[src/rtl/d7s_pkg.sv]
// Shared types and constants for the multiplexed 7-segment scan controller.
package d7s_pkg;

    // Scan controller states.
    typedef enum logic [1:0] {
        IDLE  = 2'd0,
        DRIVE = 2'd1,
        GAP   = 2'd2
    } d7s_state_e;

    // Hex to 7-segment code, bit0 = segment a, active-high.
    localparam logic [6:0] SEG_TABLE [16] = '{
        7'b0111111, 7'b0000110, 7'b1011011, 7'b1001111,
        7'b1100110, 7'b1101101, 7'b1111101, 7'b0000111,
        7'b1111111, 7'b1101111, 7'b1110111, 7'b1111100,
        7'b0111001, 7'b1011110, 7'b1111001, 7'b1110001
    };

    function automatic logic [6:0] hex_to_seg(input logic [3:0] nibble);
        return SEG_TABLE[nibble];
    endfunction

endpackage

[src/rtl/d7s_scan_ctrl_dec.sv]
// Combinational hex nibble to 7-segment decoder with an enable.
module d7s_scan_ctrl_dec
    import d7s_pkg::*;
(
    input  logic       en,
    input  logic [3:0] nibble,
    output logic [6:0] seg
);

    // Table lookup when enabled, all segments dark otherwise.
    always_comb begin
        if (en) begin
            seg = hex_to_seg(nibble);
        end else begin
            seg = 7'd0;
        end
    end

endmodule

[src/rtl/d7s_scan_ctrl.sv]
// Multiplexed 7-segment display scanner with a double-buffered display value.
// Outputs are registered from next-state values so an/seg/frame_done line up
// exactly with the state they describe.
module d7s_scan_ctrl
    import d7s_pkg::*;
#(
    parameter int DIGITS = 4,
    parameter int DWELL  = 1000,
    parameter int BLANK  = 16
) (
    input  logic                  clk,
    input  logic                  rst_n,
    input  logic                  en,
    input  logic                  wr_valid,
    input  logic [4*DIGITS-1:0]   wr_data,
    output logic                  wr_ready,
    output logic [6:0]            seg,
    output logic [DIGITS-1:0]     an,
    output logic                  frame_done
);

    localparam int IW   = (DIGITS > 1) ? $clog2(DIGITS) : 1;
    localparam int MAXC = (DWELL > BLANK) ? DWELL : BLANK;
    localparam int CW   = $clog2(MAXC + 1);

    d7s_state_e          state_q, state_d;
    logic [IW-1:0]       idx_q, idx_d;
    logic [CW-1:0]       cnt_q, cnt_d;
    logic [4*DIGITS-1:0] active_q, active_d;
    logic [4*DIGITS-1:0] shadow_q, shadow_d;
    logic                pending_q, pending_d;
    logic                en_q;
    logic [6:0]          seg_q, seg_d;
    logic [DIGITS-1:0]   an_q, an_d;
    logic                frame_done_q, frame_done_d;
    logic                wr_acc_s;
    logic [3:0]          nib_s;
    logic [6:0]          dec_s;

    // Next-state logic: scan sequencing, frame-boundary transfer and write handshake.
    always_comb begin
        state_d   = state_q;
        idx_d     = idx_q;
        cnt_d     = cnt_q;
        active_d  = active_q;
        shadow_d  = shadow_q;
        pending_d = pending_q;
        wr_acc_s  = wr_valid && !pending_q;
        case (state_q)
            IDLE: begin
                idx_d = '0;
                cnt_d = '0;
                // Idle is never mid-frame, so a pending value moves straight across.
                if (pending_q) begin
                    active_d  = shadow_q;
                    pending_d = 1'b0;
                end else begin
                    active_d = active_q;
                end
                // en must be seen high on two consecutive edges before scanning.
                if (en && en_q) begin
                    state_d = DRIVE;
                end else begin
                    state_d = IDLE;
                end
            end
            DRIVE: begin
                if (!en) begin
                    state_d = IDLE;
                    idx_d   = '0;
                    cnt_d   = '0;
                end else if (cnt_q == CW'(DWELL - 1)) begin
                    state_d = GAP;
                    cnt_d   = '0;
                end else begin
                    cnt_d = cnt_q + CW'(1);
                end
            end
            GAP: begin
                if (!en) begin
                    state_d = IDLE;
                    idx_d   = '0;
                    cnt_d   = '0;
                end else if (cnt_q == CW'(BLANK - 1)) begin
                    state_d = DRIVE;
                    cnt_d   = '0;
                    if (idx_q == IW'(DIGITS - 1)) begin
                        // Frame boundary: only a value pending before this edge transfers.
                        idx_d = '0;
                        if (pending_q) begin
                            active_d  = shadow_q;
                            pending_d = 1'b0;
                        end else begin
                            active_d = active_q;
                        end
                    end else begin
                        idx_d = idx_q + IW'(1);
                    end
                end else begin
                    cnt_d = cnt_q + CW'(1);
                end
            end
            default: begin
                state_d = IDLE;
                idx_d   = '0;
                cnt_d   = '0;
            end
        endcase
        if (wr_acc_s) begin
            shadow_d  = wr_data;
            pending_d = 1'b1;
        end else begin
            shadow_d = shadow_d;
        end
    end

    // Nibble mux selecting the digit that will be driven after this edge.
    always_comb begin
        nib_s = 4'd0;
        for (int i = 0; i < DIGITS; i++) begin
            nib_s = (idx_d == IW'(i)) ? active_d[i*4 +: 4] : nib_s;
        end
    end

    d7s_scan_ctrl_dec u_dec (
        .en     (1'b1),
        .nibble (nib_s),
        .seg    (dec_s)
    );

    // Output drive values derived from the next state.
    always_comb begin
        an_d         = '0;
        seg_d        = 7'd0;
        frame_done_d = (state_d == GAP) && (idx_d == IW'(DIGITS - 1)) &&
                       (cnt_d == CW'(BLANK - 1));
        if (state_d == DRIVE) begin
            an_d[idx_d] = 1'b1;
            seg_d       = dec_s;
        end else begin
            an_d  = '0;
            seg_d = 7'd0;
        end
    end

    // State and output registers; reset blanks the display immediately.
    always_ff @(posedge clk or negedge rst_n) begin
        if (!rst_n) begin
            state_q      <= IDLE;
            idx_q        <= '0;
            cnt_q        <= '0;
            active_q     <= '0;
            shadow_q     <= '0;
            pending_q    <= 1'b0;
            en_q         <= 1'b0;
            seg_q        <= 7'd0;
            an_q         <= '0;
            frame_done_q <= 1'b0;
        end else begin
            state_q      <= state_d;
            idx_q        <= idx_d;
            cnt_q        <= cnt_d;
            active_q     <= active_d;
            shadow_q     <= shadow_d;
            pending_q    <= pending_d;
            en_q         <= en;
            seg_q        <= seg_d;
            an_q         <= an_d;
            frame_done_q <= frame_done_d;
        end
    end

    assign wr_ready   = !pending_q;
    assign seg        = seg_q;
    assign an         = an_q;
    assign frame_done = frame_done_q;

endmodule

[config.mk]
export PLATFORM = sky130hd
export DESIGN_NAME = d7s_scan_ctrl
export DESIGN_NICKNAME = d
export VERILOG_FILES = /design/src/rtl/d7s_pkg.sv /design/src/rtl/d7s_scan_ctrl_dec.sv /design/src/rtl/d7s_scan_ctrl.sv
export SDC_FILE = /design/constraint.sdc
export NUM_CORES = 1
export LEC_CHECK = 0
export ABC_AREA = 1
export BUFFER_PORTS_ARGS = -buffer_cell sky130_fd_sc_hd__buf_2
export CAP_MARGIN = 20
export CORE_ASPECT_RATIO = 2
export CORE_UTILIZATION = 50
export DETAILED_ROUTE_END_ITERATION = 10
export PLACE_DENSITY = 0.72
export RECOVER_POWER = 25
export REMOVE_ABC_BUFFERS = 1
export SKIP_LAST_GASP = 1
export SLEW_MARGIN = 10
export SYNTH_ARGS = -nofsm -noshare
export SYNTH_HDL_FRONTEND = slang
export SYNTH_SLANG_ARGS = --single-unit
[constraint.sdc]
create_clock -name clk -period 2.6 [get_ports clk]
set_input_delay 0.52 -clock clk [delete_from_list [all_inputs] [get_ports clk]]
set_output_delay 0.52 -clock clk [all_outputs]
set_load 0.1 [all_outputs]
# == Yosys cells after proc, flatten, opt, wreduce, memory -nomap -nowiden ==
# Memory sizes are Yosys's and may differ from the RTL's.
# Index checks and enable logic that the tools add are counted.
# totals
mem_bits_ro,112
out_inout_bits,13
ramBits,0
latchBits,0
word_cells,77
memories,1
ff_bits,60
in_bits,20
# classes
n_mul,0
eq_ne,14
shift,0
muxes,36
div_mod_pow,0
n_lt_le_gt_ge,3
bitwise_logic,1
n_addsub,2
n_reduce_logical,10
# memory_table
name,words,word_bits,read_ports,rd_ports_with_merged_regs,wr,line_no,rtl
(name not given),16,7,1,0,0,d7s_pkg.sv:20,return SEG_TABLE[nibble];
# ops
operator,count
2-to-1 mux 16 bit,4
2-to-1 mux 10 bit,4
one-hot mux 16 bit (2 select lines),1
2-to-1 mux 7 bit,3
"== test 10 x 4 -> 1 bit, second input constant",2
2-to-1 mux 4 bit,5
one-hot mux 10 bit (2 select lines),1
2-to-1 mux 2 bit,8
"adder 10 x 1 -> 10 bit, second input constant",1
"== test 10 bit, second input constant",1
"== test 2 bit, second input constant",5
"inequality test 3 bit, second input constant",3
"== test 2 x 1 -> 1 bit, second input constant",3
2-to-1 mux 1 bit,6
one-hot mux 2 bit (3 select lines),1
"greater-or-equal comparator 5 bit, second input constant",1
logical AND 1 bit,5
inverter 4 -> 5 bit,1
zero test 2 bit,2
one-hot mux 2 bit (2 select lines),1
AND reduction 4 bit,1
"< comparator 2 x 3 -> 1 bit, second input constant",1
nonzero test 3 bit,1
"adder 2 x 1 -> 2 bit, second input constant",1
other kinds (4),4

# == Logic depth before layout (Yosys ltp) ==
# Gate-level depths: netlist (run 1).
# logic_depth
ltp_word,15
mapped_depth,19
ltp_nobuf,19

# == Modules after synthesis ==
# A second synthesis (run 1) with hierarchy kept.
# unflattened
hier_cells,388
hier_area_um2,3300.7
# modules_own_cells
mod,seq_area_each_um2,area_per_inst_um2,cells_each,instances
d7s_scan_ctrl,1501.4,3040.4,340,1
d7s_scan_ctrl_dec,0.0,260.2,48,1

# == Least setup slack after synthesis (run 1) ==
# OpenSTA, ideal clock, no wires.
# synth_timing
path_kind,reg-to-reg
start,reg state_q[0]
end,"reg seg_q[3], in the netlist seg[3]"
required_ns,2.481
setup_ns,0.119
n_path_buf,1
stages_incl_launch_ff,18
arrival_time_ns,2.388
setup_slack_ns,0.093
cell_sequence,dfrtp_1 > inv_1 > ha_1 > inv_2 > nor2_1 > nand3_4 > nand2_4 > buf_6 > nand2_1 > a21boi_1 > o21ai_1 > nand4_1 > inv_1 > ha_1 > nand2_2 > nand3_1 > nand2_1 > nor2_1
# synth_between
elab_chain_cells,12
word_cells_on_any_way,24
classes_between,eq/ne (6); mux (14); bitwise (1); reduce/logical (2); memory (1)
# synth_rtl
element,line_no,rtl
"start, declared",d7s_scan_ctrl.sv:26,"d7s_state_e state_q, state_d;"
"start signal, assigned",d7s_scan_ctrl.sv:160,state_q <= state_d;
== test 2 bit or == test 2 x 1 -> 1 bit (tied branches),d7s_scan_ctrl.sv:49,case (state_q)
one-hot mux 2 bit (2 select lines),d7s_scan_ctrl.sv:49,
zero test 2 bit,d7s_scan_ctrl.sv:121,nib_s = (idx_d == IW'(i)) ? active_d[i*4 +: 4] : nib_s;
2-to-1 mux 4 bit (4 in series),d7s_scan_ctrl.sv:121,
inverter 4 -> 5 bit (not written as such),d7s_pkg.sv:20,
memory (16 x 7 bit),n/a,
2-to-1 mux 7 bit (not written as such) (2 in series),d7s_pkg.sv:20,
2-to-1 mux 7 bit *,d7s_scan_ctrl.sv:137,if (state_d == DRIVE) begin
net seg_d[3],d7s_scan_ctrl.sv:33,"logic [6:0] seg_q, seg_d;"
"end signal, assigned",d7s_scan_ctrl.sv:167,seg_q <= seg_d;
"end, declared",d7s_scan_ctrl.sv:33,
# Mark *: on every way through the listed nets, which the timed path passes. The rest lies on a longest branch. The select of a mux whose other input is x is not followed.
# A chain may end at the register's enable or synchronous reset.

# == Worst setup path in the final report (run 1) ==
# layout_timing
start,reg cnt_q[1]
end,"reg seg_q[5], in the netlist seg[5]"
# layout_between
word_cells_on_any_way,27
classes_between,eq/ne (6); mux (18); bitwise (1); reduce/logical (1); memory (1)
# layout_rtl
element,line_no,rtl
"start, declared",d7s_scan_ctrl.sv:28,"logic [CW-1:0] cnt_q, cnt_d;"
"start signal, assigned",d7s_scan_ctrl.sv:162,cnt_q <= cnt_d;
== test 10 x 4 -> 1 bit,d7s_scan_ctrl.sv:84,end else if (cnt_q == CW'(BLANK - 1)) begin
2-to-1 mux 16 bit,d7s_scan_ctrl.sv:84,
2-to-1 mux 16 bit,d7s_scan_ctrl.sv:80,if (!en) begin
one-hot mux 16 bit (2 select lines),d7s_scan_ctrl.sv:49,
net active_d[9],d7s_scan_ctrl.sv:29,"logic [4*DIGITS-1:0] active_q, active_d;"
2-to-1 mux 4 bit (2 in series),d7s_scan_ctrl.sv:121,
inverter 4 -> 5 bit (not written as such),d7s_pkg.sv:20,
memory (16 x 7 bit),n/a,
2-to-1 mux 7 bit (not written as such) (2 in series),d7s_pkg.sv:20,
2-to-1 mux 7 bit,d7s_scan_ctrl.sv:137,
net seg_d[5],d7s_scan_ctrl.sv:33,
# The timed path passes the listed nets, and every way through them passes these cells. The select of a mux whose other input is x is not followed.

==> reports/qor.txt, run 1 <==
=================================================================================
Pins over their slew limit                                                     30
Aggregate routed wire length                                              7500 um
Clock tree from TritonCTS                                                     yes
Final Hold Vio Count                                                            0
EDFF count, synth                                                               0
Overflow left after global routing                                              0
Area share of the largest cell type after synthesis                         46.1%
Origin of the critical flop-to-flop path                                 cnt_q[1]
Actual transition at the worst max-transition pin                         1.54 ns
Count of buffers from port buffering                                           32
VDD IR-drop max                                                            578 uV
Number of iterations in the first detailed-routing pass                         4
Top cells by area, synth                                             dfrtp_1 (46%), nand2_1 (8.5%), mux2_2 (5.2%)
Minimum setup slack among reg-to-reg paths                                0.07 ns
Slew HR                                                                    -2.35%
Post-route antenna net violation count                                          0
End of the worst register-to-register path                                 seg[5]
Achievable frequency                                                      395 MHz
Slowest cell on crit path                                                 dfrtp_1
Mapped cell area                                                       3250 sq um
Biggest fanout along the worst timing path                                      6
Status                                                               finished, violations left
Number of buffers added by the clock tree synthesis step                        9
Share of cells above drive strength 1                                       39.3%
Worst path buffer plus inverter count                                           3
Power density of the placed cells                                     779 nW/um^2
Dominant synthesized flop cell                                            dfrtp_1
Largest net degree at the start of global routing                              33
Crit path capture type                                                  flip-flop
Slowest Stage Delay on Critical Path                                      0.42 ns
Synth Register Bits                                                            60
Detail-routed via count per cell                                             5.19
Syn Inst Count                                                                365
Top cells by count, synth                                            nand2_1 (74), dfrtp_1 (60), inv_1 (38), nor2_1 (34), nand3_1 (21)
Worst setup skew after layout                                          0.00497 ns
Worst EP arrival                                                          2.78 ns
Unrepaired setup endpoints after global routing                               yes
Critical path class                                                    reg -> reg
Tot GR Track Use                                                            22.8%
Area growth, synth to finish                                                31.4%
Crit path cell chain                                                 ha_4 > nand3_4 > clkinvlp_4 > nand3_4 > buf_6 > nand2_8 > nand2_4 > o21ai_2 > nand2_1 > nand3_2 > nand2_4 > clkinvlp_4 > ha_4 > nand2_2 > nand3_2 > a21oi_2
Initial DRC Count                                                             107
Launching element of the worst setup path                                cnt_q[1]
Level count of the clock H-tree                                                 3
Post-Synthesis Mean Instance Area                                      8.92 sq um
Final-layout fill cell count                                                  496
Detailed placement HPWL                                                   5310 um
Number of cell instances on the worst register-to-register path                16
Maximum buffer depth of the clock tree                                          2
Count of synthesis-stage warnings from yosys                                    0
Static leakage power                                                      2.10 nW
Sequential share of the synthesized area                                    46.1%
Root buffer selected by CTS                                             clkbuf_16
Cell count along the critical path                                             16
Period utilisation layout                                                   97.2%
Total number of nets in the final design                                      466
Count of hold-fix buffers inserted at cts                                       0
Register clock-pin slew on the reported worst setup and hold paths        0.05 ns
Top-count cell post-synth                                                 nand2_1
Global placer's final weighted congestion                                   0.877
Post-layout minimum cycle time                                            2.53 ns
# clock sinks                                                                  60
Antenna diode count                                                             0
Die boundary height                                                        116 um
Number of max-cap violations                                                    1
DR DRC count                                                                    0
Wire length of the first global-routing pass                             11400 um
Min-delay worst type                                                    in -> reg
Antenna violations before repair                                                0
Total number of placement rows                                                 41
Power after layout                                                        3.33 mW
Vias in the first global route                                               2674
End point of the critical path                                             seg[5]
Source-to-sink clock delay at the later pin of the worst-skew pair        0.33 ns
Post-synth ARST share                                                        100%
Cell type group with the largest total delay on the critical path    simple AND/OR/NAND/NOR gates
Area leader, netlist                                                      dfrtp_1
Vias                                                                         2721
Final Setup Violations                                                          0
Count of unique library cells instantiated by Yosys                            44
Die boundary width                                                        59.0 um
# IOs                                                                          33
Die Area                                                               6850 sq um
Final Hold Slack                                                         0.392 ns
CORE AREA                                                              6310 sq um
Initial standard-cell utilization of the core                               51.6%
Endpoint required time on the critical path                               2.85 ns
Failing checks                                                       max-capacitance violations, max-slew violations
Drt wl/cell                                                               14.3 um
Worst Setup Start Kind                                                  flip-flop
=================================================================================
-- sequential cells by signal, indices dropped and copies added (netlist names) --
name	count
idx_q	2
cnt_q	10
an	4
frame_done	1
shadow_q	16
seg	7
state_q	2
en_q	1
active_q	16
pending_q	1
-- cells in the final DEF, fill, tap and decap left out, types with 2 or more instances in the layout --
cell	count
a21oi_1	7
a21oi_2	3
buf_2	30
buf_4	24
buf_6	3
bufinv_16	2
clkbuf_1	5
clkbuf_16	9
clkinvlp_4	2
dfrtp_1	60
ha_1	6
ha_2	2
ha_4	5
inv_1	33
inv_2	9
mux2_2	15
nand2_1	68
nand2_2	11
nand2_4	8
nand2_8	2
nand3_1	16
nand3_2	10
nand3_4	2
nand4_1	3
nand4_4	2
nor2_1	31
nor2_2	6
nor2_4	4
nor3_1	8
o21ai_0	9
o21ai_1	6
o21ai_2	8
o22ai_2	3
or2_2	2
xor2_1	4
-- stage by stage --
stage	util, %	setup TNS [ns]	cell area (sq um)	setup WS (ns)	instances
2_1_floorplan	-	-0.813	3220	-0.154	359
3_3_place_gp	57.1	0	3600	0.126	491
3_5_place_dp	57.1	0	3600	0.0641	491
4_1_cts	62.0	0	3920	0.0478	507
5_1_grt	67.8	-0.228	4280	-0.0585	524
6_report	67.8	0	4280	0.0715	524
-- report_power, final --
part	internal, mW	switching [mW]
sequential	1.07	0.0546
clock	0.839	0.404
combinational	0.316	0.647
total	2.23	1.11
-- timing repair --
action / in CTS / in global routing
buffers inserted: 0 / 14
setup endpoints to repair: 0 / 7
resized for setup: 0 / 60
-- per-layer routing --
layer,global-route usage (%),vias to the layer above,wire length (um)
met3,5.87,24,240
met5,0,-,0
met4,13.5,0,330
met1,21.7,1310,2630
met2,42.2,61,4300
li1,-,1326,-
-- worst reg2reg max path, stage by stage (launching register included) --
cell        delay, ns
dfrtp_1          0.42
ha_4             0.19
nand3_4          0.14
clkinvlp_4       0.14
nand3_4          0.19
buf_6            0.15
nand2_8          0.07
nand2_4          0.08
o21ai_2          0.08
nand2_1          0.08
nand3_2          0.09
nand2_4          0.12
clkinvlp_4       0.19
ha_4             0.21
nand2_2          0.07
nand3_2          0.09
a21oi_2          0.16
-- final cells by class --
| type | instances | area [sq um] | area share [%] |
|---|---|---|---|
| sequential | 60 | 1500 | 35.1 |
| timing repair buffer | 60 | 377 | 8.80 |
| tap | 86 | 108 | 2.52 |
| clock buffer | 12 | 236 | 5.53 |
| inverter | 47 | 191 | 4.48 |
| clock inverter | 4 | 73.8 | 1.73 |
| multi-input combinational | 255 | 1790 | 41.9 |
-- cell families (layout without fill, tap and decap cells) --
logic type	Yosys count	in the layout	share of synthesized area, %
buf+inv	53	123	6.65
simple gates	177	180	27.8
flops	60	60	46.1
mux	15	15	5.19
xor+xnor	4	4	1.08
fa+ha+maj	13	13	5.00
compound gates	43	43	8.19
-- how the worst min path moves through the flow --
stage	startpoint	endpoint	slack [ns]	cells past startpoint
floorplan	rst_n	active_q[0]	0.22	0
global placement	shadow_q[5]	shadow_q[5]	0.48	1
detailed placement	shadow_q[8]	shadow_q[8]	0.49	1
CTS	rst_n	shadow_q[5]	0.24	1
global route	en	en_q	0.37	1
finish	en	en_q	0.39	1
Power figures use the tool's default switching activity.
==> run 2, diff against run 1 <==
==> constraint.sdc (replaced) <==
create_clock -name clk -period 2.6 [get_ports clk]
set_input_delay 0.39 -clock clk [delete_from_list [all_inputs] [get_ports clk]]
set_output_delay 0.39 -clock clk [all_outputs]
set_load 0.1 [all_outputs]
==> reports/qor.txt, run 2 (synthesis results as in run 1) <==
=================================================================================
Worst setup skew after layout                                          0.00457 ns
Commonest cells after routing, fill and taps aside                   nand2_1 (74), dfrtp_1 (60), inv_1 (35), buf_2 (30), nor2_1 (29)
VDD IR-drop max                                                            550 uV
Die boundary width                                                        59.0 um
Detail-routed via count per cell                                             5.16
Total number of placement rows                                                 41
Number of buffers added by the clock tree synthesis step                        9
Count of hold-fix buffers inserted at cts                                       0
Min-delay worst type                                                    in -> reg
Root buffer selected by CTS                                             clkbuf_16
Most common cell after layout, fill and taps aside                        nand2_1
Biggest registers after layout                                       active_q (16), shadow_q (16), cnt_q (10)
Actual transition at the worst max-transition pin                         1.56 ns
Static leakage power                                                      2.03 nW
Final-layout fill cell count                                                  513
# clock sinks                                                                  60
Crit path capture type                                                  flip-flop
CORE AREA                                                              6310 sq um
Share of cells above drive strength 1                                       34.8%
Sequential cell area                                                   1500 sq um
Die Area                                                               6850 sq um
Level count of the clock H-tree                                                 3
Overflow left after global routing                                              0
Tot GR Track Use                                                            23.8%
Area growth, synth to finish                                                27.5%
Slew HR                                                                    -3.71%
Power density of the placed cells                                     813 nW/um^2
Post-layout minimum cycle time                                            2.55 ns
Initial standard-cell utilization of the core                               51.6%
Worst EP arrival                                                          2.76 ns
Status                                                               finished, violations left
Cell area after layout                                                 4150 sq um
Initial DRC Count                                                             180
Utilization of the core after routing                                       65.7%
Drt wl/cell                                                               14.7 um
Antenna violations before repair                                                0
DR DRC count                                                                    0
Vias                                                                         2670
Footprint of the multi-input gates                                     1680 sq um
Final Hold Slack                                                         0.256 ns
Die boundary height                                                        116 um
Count of buffers from port buffering                                           32
Register clock-pin slew on the reported worst setup and hold paths        0.05 ns
Unrepaired setup endpoints after global routing                               yes
Pins over their slew limit                                                     30
Cell area reported after detailed placement                            3600 sq um
Number of cell instances on the worst register-to-register path                16
Detailed placement HPWL                                                   5410 um
Hold Path Stages                                                                1
Maximum buffer depth of the clock tree                                          2
Period utilisation layout                                                   98.0%
Largest net degree at the start of global routing                              33
Wire length of the first global-routing pass                             11800 um
Final Setup Violations                                                          0
Global placer's final weighted congestion                                   0.875
Post-route antenna net violation count                                          0
Vias in the first global route                                               2636
Total number of nets in the final design                                      459
Failing checks                                                       max-capacitance violations, max-slew violations
Antenna diode count                                                             0
Aggregate routed wire length                                              7610 um
# IOs                                                                          33
Worst Setup Start Kind                                                  flip-flop
Source-to-sink clock delay at the later pin of the worst-skew pair        0.34 ns
Clock tree from TritonCTS                                                     yes
Final Hold Vio Count                                                            0
Number of iterations in the first detailed-routing pass                         4
Achievable frequency                                                      393 MHz
Biggest fanout along the worst timing path                                      8
Number of max-cap violations                                                    1
Critical path class                                                    reg -> reg
Endpoint required time on the critical path                               2.82 ns
=================================================================================
-- run 2: cell count changes in the layout (fill, tap and decap cells not counted), sizes merged --
cell,delta
buf,-4
bufinv,+1
clkinv,-2
inv,+1
nand2,-3
-- run 2: layout make-up --
| cell class | count | share of cell area [%] |
|---|---|---|
| Clock buffer | 12 | 5.70 |
| Clock inverter | 4 | 2.35 |
| Inverter | 47 | 4.65 |
| Multi-Input combinational cell | 252 | 40.4 |
| Sequential cell | 60 | 36.2 |
| Tap cell | 86 | 2.59 |
| Timing Repair Buffer | 56 | 8.08 |
-- run 2: worst paths after layout --
| check | start | slack [ns] | end |
|---|---|---|---|
| max | cnt_q[1] | 0.05 | seg[0] |
| min | en | 0.26 | en_q |
| max reg2reg | cnt_q[1] | 0.05 | seg[0] |
| min reg2reg | shadow_q[12] | 0.50 | shadow_q[12] |
| max in group asynchronous | rst_n | 0.65 | state_q[1] |
| min in group asynchronous | rst_n | 0.44 | active_q[10] |
-- run 2: through the flow --
| step | total power [mW] | setup TNS (ns) | instances | worst slack (ns) |
|---|---|---|---|---|
| 2_1_floorplan | 1.74 | -0.813 | 359 | -0.154 |
| 3_3_place_gp | 1.93 | 0 | 491 | 0.0922 |
| 3_5_place_dp | 1.95 | 0 | 491 | 0.0182 |
| 4_1_cts | 3.31 | 0 | 507 | 0.00796 |
| 5_1_grt | 3.53 | -0.435 | 517 | -0.102 |
| 6_report | 3.37 | 0 | 517 | 0.0526 |
-- run 2: repair_timing --
action | CTS | global route
endpoints found under the setup margin | 1 | 7
setup buffers | 0 | 10
resized for setup | 1 | 36
pin swaps | 0 | 12
-- run 2: critical path, stage by stage (launching register included) --
cell     delay, ns
dfrtp_1       0.42
ha_4          0.19
nand3_4       0.14
nor2_4        0.13
nand4_1       0.15
nand3_4       0.13
nand2_8       0.10
inv_8         0.08
nand2_1       0.10
or2_0         0.23
nand2_2       0.14
ha_2          0.22
nand3_1       0.12
nand2_1       0.09
nand2_1       0.05
nand2_1       0.06
nor2_1        0.04
-- run 2: metal layers --
layer / GRT usage (%) / routed length (um) / up-vias
met1: 24.3 / 2760 / 1309
li1: - / - / 1303
met3: 4.98 / 197 / 15
met4: 11.4 / 188 / 0
met5: 0 / 0 / -
met2: 44.2 / 4460 / 43
-- run 2: power breakdown --
group	internal, mW	switching [mW]
clock network	0.936	0.422
registers	1.07	0.0557
logic	0.288	0.595
total	2.30	1.07
==> run 3, diff against run 2 <==
--- a/config.mk
+++ b/config.mk
@@ -6,12 +6,12 @@
 export NUM_CORES = 1
 export LEC_CHECK = 0
 export ABC_AREA = 1
-export BUFFER_PORTS_ARGS = -buffer_cell sky130_fd_sc_hd__buf_2
 export CAP_MARGIN = 20
 export CORE_ASPECT_RATIO = 2
 export CORE_UTILIZATION = 50
 export DETAILED_ROUTE_END_ITERATION = 10
-export PLACE_DENSITY = 0.72
+export DONT_BUFFER_PORTS = 1
+export PLACE_DENSITY = 0.68
 export RECOVER_POWER = 25
 export REMOVE_ABC_BUFFERS = 1
 export SKIP_LAST_GASP = 1
==> reports/qor.txt, run 3 (synthesis results as in run 1) <==
=================================================================================
Status                                                               finished clean
Worst EP arrival                                                          2.72 ns
Post-route antenna net violation count                                          0
Period utilisation layout                                                   96.3%
Static leakage power                                                      1.90 nW
Power density of the placed cells                                     796 nW/um^2
# clock sinks                                                                  60
Worst Setup Start Kind                                                  flip-flop
Aggregate routed wire length                                              7440 um
Commonest cells after routing, fill and taps aside                   nand2_1 (74), dfrtp_1 (60), inv_1 (36), nor2_1 (31), buf_4 (24)
Total number of nets in the final design                                      430
Biggest fanout along the worst timing path                                      6
VDD IR-drop max                                                            619 uV
Maximum buffer depth of the clock tree                                          2
Number of buffers added by the clock tree synthesis step                        9
Vias in the first global route                                               2631
Share of cells above drive strength 1                                       28.2%
Actual transition at the worst max-transition pin                         1.45 ns
Utilization of the core after routing                                       61.8%
Global placer's final weighted congestion                                   0.890
Worst setup skew after layout                                          0.00707 ns
Endpoint required time on the critical path                               2.81 ns
Final-layout fill cell count                                                  582
Min-delay worst type                                                    in -> reg
Biggest registers after layout                                       active_q (16), shadow_q (16), cnt_q (10)
Origin of the critical flop-to-flop path                                 cnt_q[1]
Vias                                                                         2526
Slew HR                                                                     3.31%
Count of buffers from port buffering                                            0
Antenna diode count                                                             0
Most common cell after layout, fill and taps aside                        nand2_1
Wire length of the first global-routing pass                             11900 um
CORE AREA                                                              6310 sq um
Initial DRC Count                                                              85
Final Hold Vio Count                                                            0
Antenna violations before repair                                                0
Detailed placement HPWL                                                   5420 um
Source-to-sink clock delay at the later pin of the worst-skew pair        0.33 ns
# IOs                                                                          33
Tot GR Track Use                                                            24.3%
Final Hold Slack                                                        0.0852 ns
Power after layout                                                        3.10 mW
Clock tree from TritonCTS                                                     yes
Root buffer selected by CTS                                             clkbuf_16
Achievable frequency                                                      399 MHz
Level count of the clock H-tree                                                 3
Area growth, synth to finish                                                19.8%
Detail-routed via count per cell                                             5.19
Final Setup Violations                                                          0
Initial standard-cell utilization of the core                               51.6%
Critical path class                                                    reg -> reg
Launching element of the worst setup path                                cnt_q[1]
Number of iterations in the first detailed-routing pass                         4
Largest net degree at the start of global routing                              61
Beginning of the worst hold path                                               en
Die Area                                                               6850 sq um
Post-Route Setup TNS                                                         0 ns
DR DRC count                                                                    0
Crit path capture type                                                  flip-flop
Number of max-cap violations                                                    0
Overflow left after global routing                                              0
Die boundary width                                                        59.0 um
Drt wl/cell                                                               15.3 um
Pins over their slew limit                                                      0
Die boundary height                                                        116 um
Unrepaired setup endpoints after global routing                               yes
Post-layout minimum cycle time                                            2.50 ns
Total number of placement rows                                                 41
Register clock-pin slew on the reported worst setup and hold paths        0.05 ns
=================================================================================
-- run 3: cell count changes in the layout (fill, tap and decap cells not counted), sizes merged --
cell | previous run | this run
buf | 53 | 24
bufinv | 3 | 1
clkbuf | 15 | 14
clkinv | 1 | 2
clkinvlp | 2 | 1
dlygate4sd3 | 0 | 1
nand2 | 86 | 87
-- run 3: area by class of cell --
cell class | count | area [sq um] | share of cell area (%)
timing repair buffer | 26 | 195 | 5.01
clock buffer | 13 | 250 | 6.42
clock inverter | 2 | 35.0 | 0.899
multi-input combinational | 253 | 1620 | 41.7
tap | 86 | 108 | 2.76
sequential | 60 | 1500 | 38.5
inverter | 47 | 185 | 4.75
-- run 3: per-stage QoR --
step	instances	setup WS [ns]	area (sq um)
5_1_grt	487	-0.0526	3900
4_1_cts	477	0.0117	3770
3_5_place_dp	459	-0.0292	3430
3_3_place_gp	459	-0.0287	3430
6_report	487	0.0968	3900
2_1_floorplan	359	-0.154	3220
-- run 3: power by group --
group / internal [mW] / switching (mW) / leakage [nW]
combinational: 0.259 / 0.430 / 0.998
sequential: 1.07 / 0.195 / 0.763
clock: 0.759 / 0.387 / 0.140
total: 2.09 / 1.01 / 1.90
-- run 3: layer usage --
metal | vias to the layer above | routed length [um] | track usage (%)
met5 | - | 0 | 0
met4 | 0 | 222 | 12.5
met3 | 17 | 207 | 6.98
met2 | 38 | 4390 | 46.4
met1 | 1225 | 2620 | 22.0
li1 | 1246 | - | -
-- run 3: worst paths after layout --
check / slack, ns / depth (start not counted) / endpoint
min in group asynchronous: 0.96 / 2 / shadow_q[3]
setup reg to reg: 0.1 / 15 / seg[3]
hold / removal: 0.09 / 0 / en_q
max in group asynchronous: 0.77 / 2 / seg[5]
setup / recovery: 0.1 / 15 / seg[3]
hold reg to reg: 0.50 / 1 / shadow_q[5]
-- run 3: what timing repair did --
item,CTS,global route
hold buffers,2,0
resized for setup,1,22
setup endpoints to repair,4,7
pin swaps,1,9
endpoints found under the hold margin,60,0
setup buffers,1,9
gates cloned,0,1
-- run 3: critical path, stage by stage (launching register included) --
cell and delay (ns):
dfrtp_1 0.41, ha_4 0.18, nand3_4 0.13, o21bai_1 0.20, nand2_1 0.12, nand2_2 0.11, nand2_4 0.07, buf_4 0.16
nand2_1 0.11, or2_0 0.14, nand2_2 0.11, inv_2 0.12, ha_1 0.19, nand2_1 0.10, a21oi_1 0.16, nor2_1 0.06
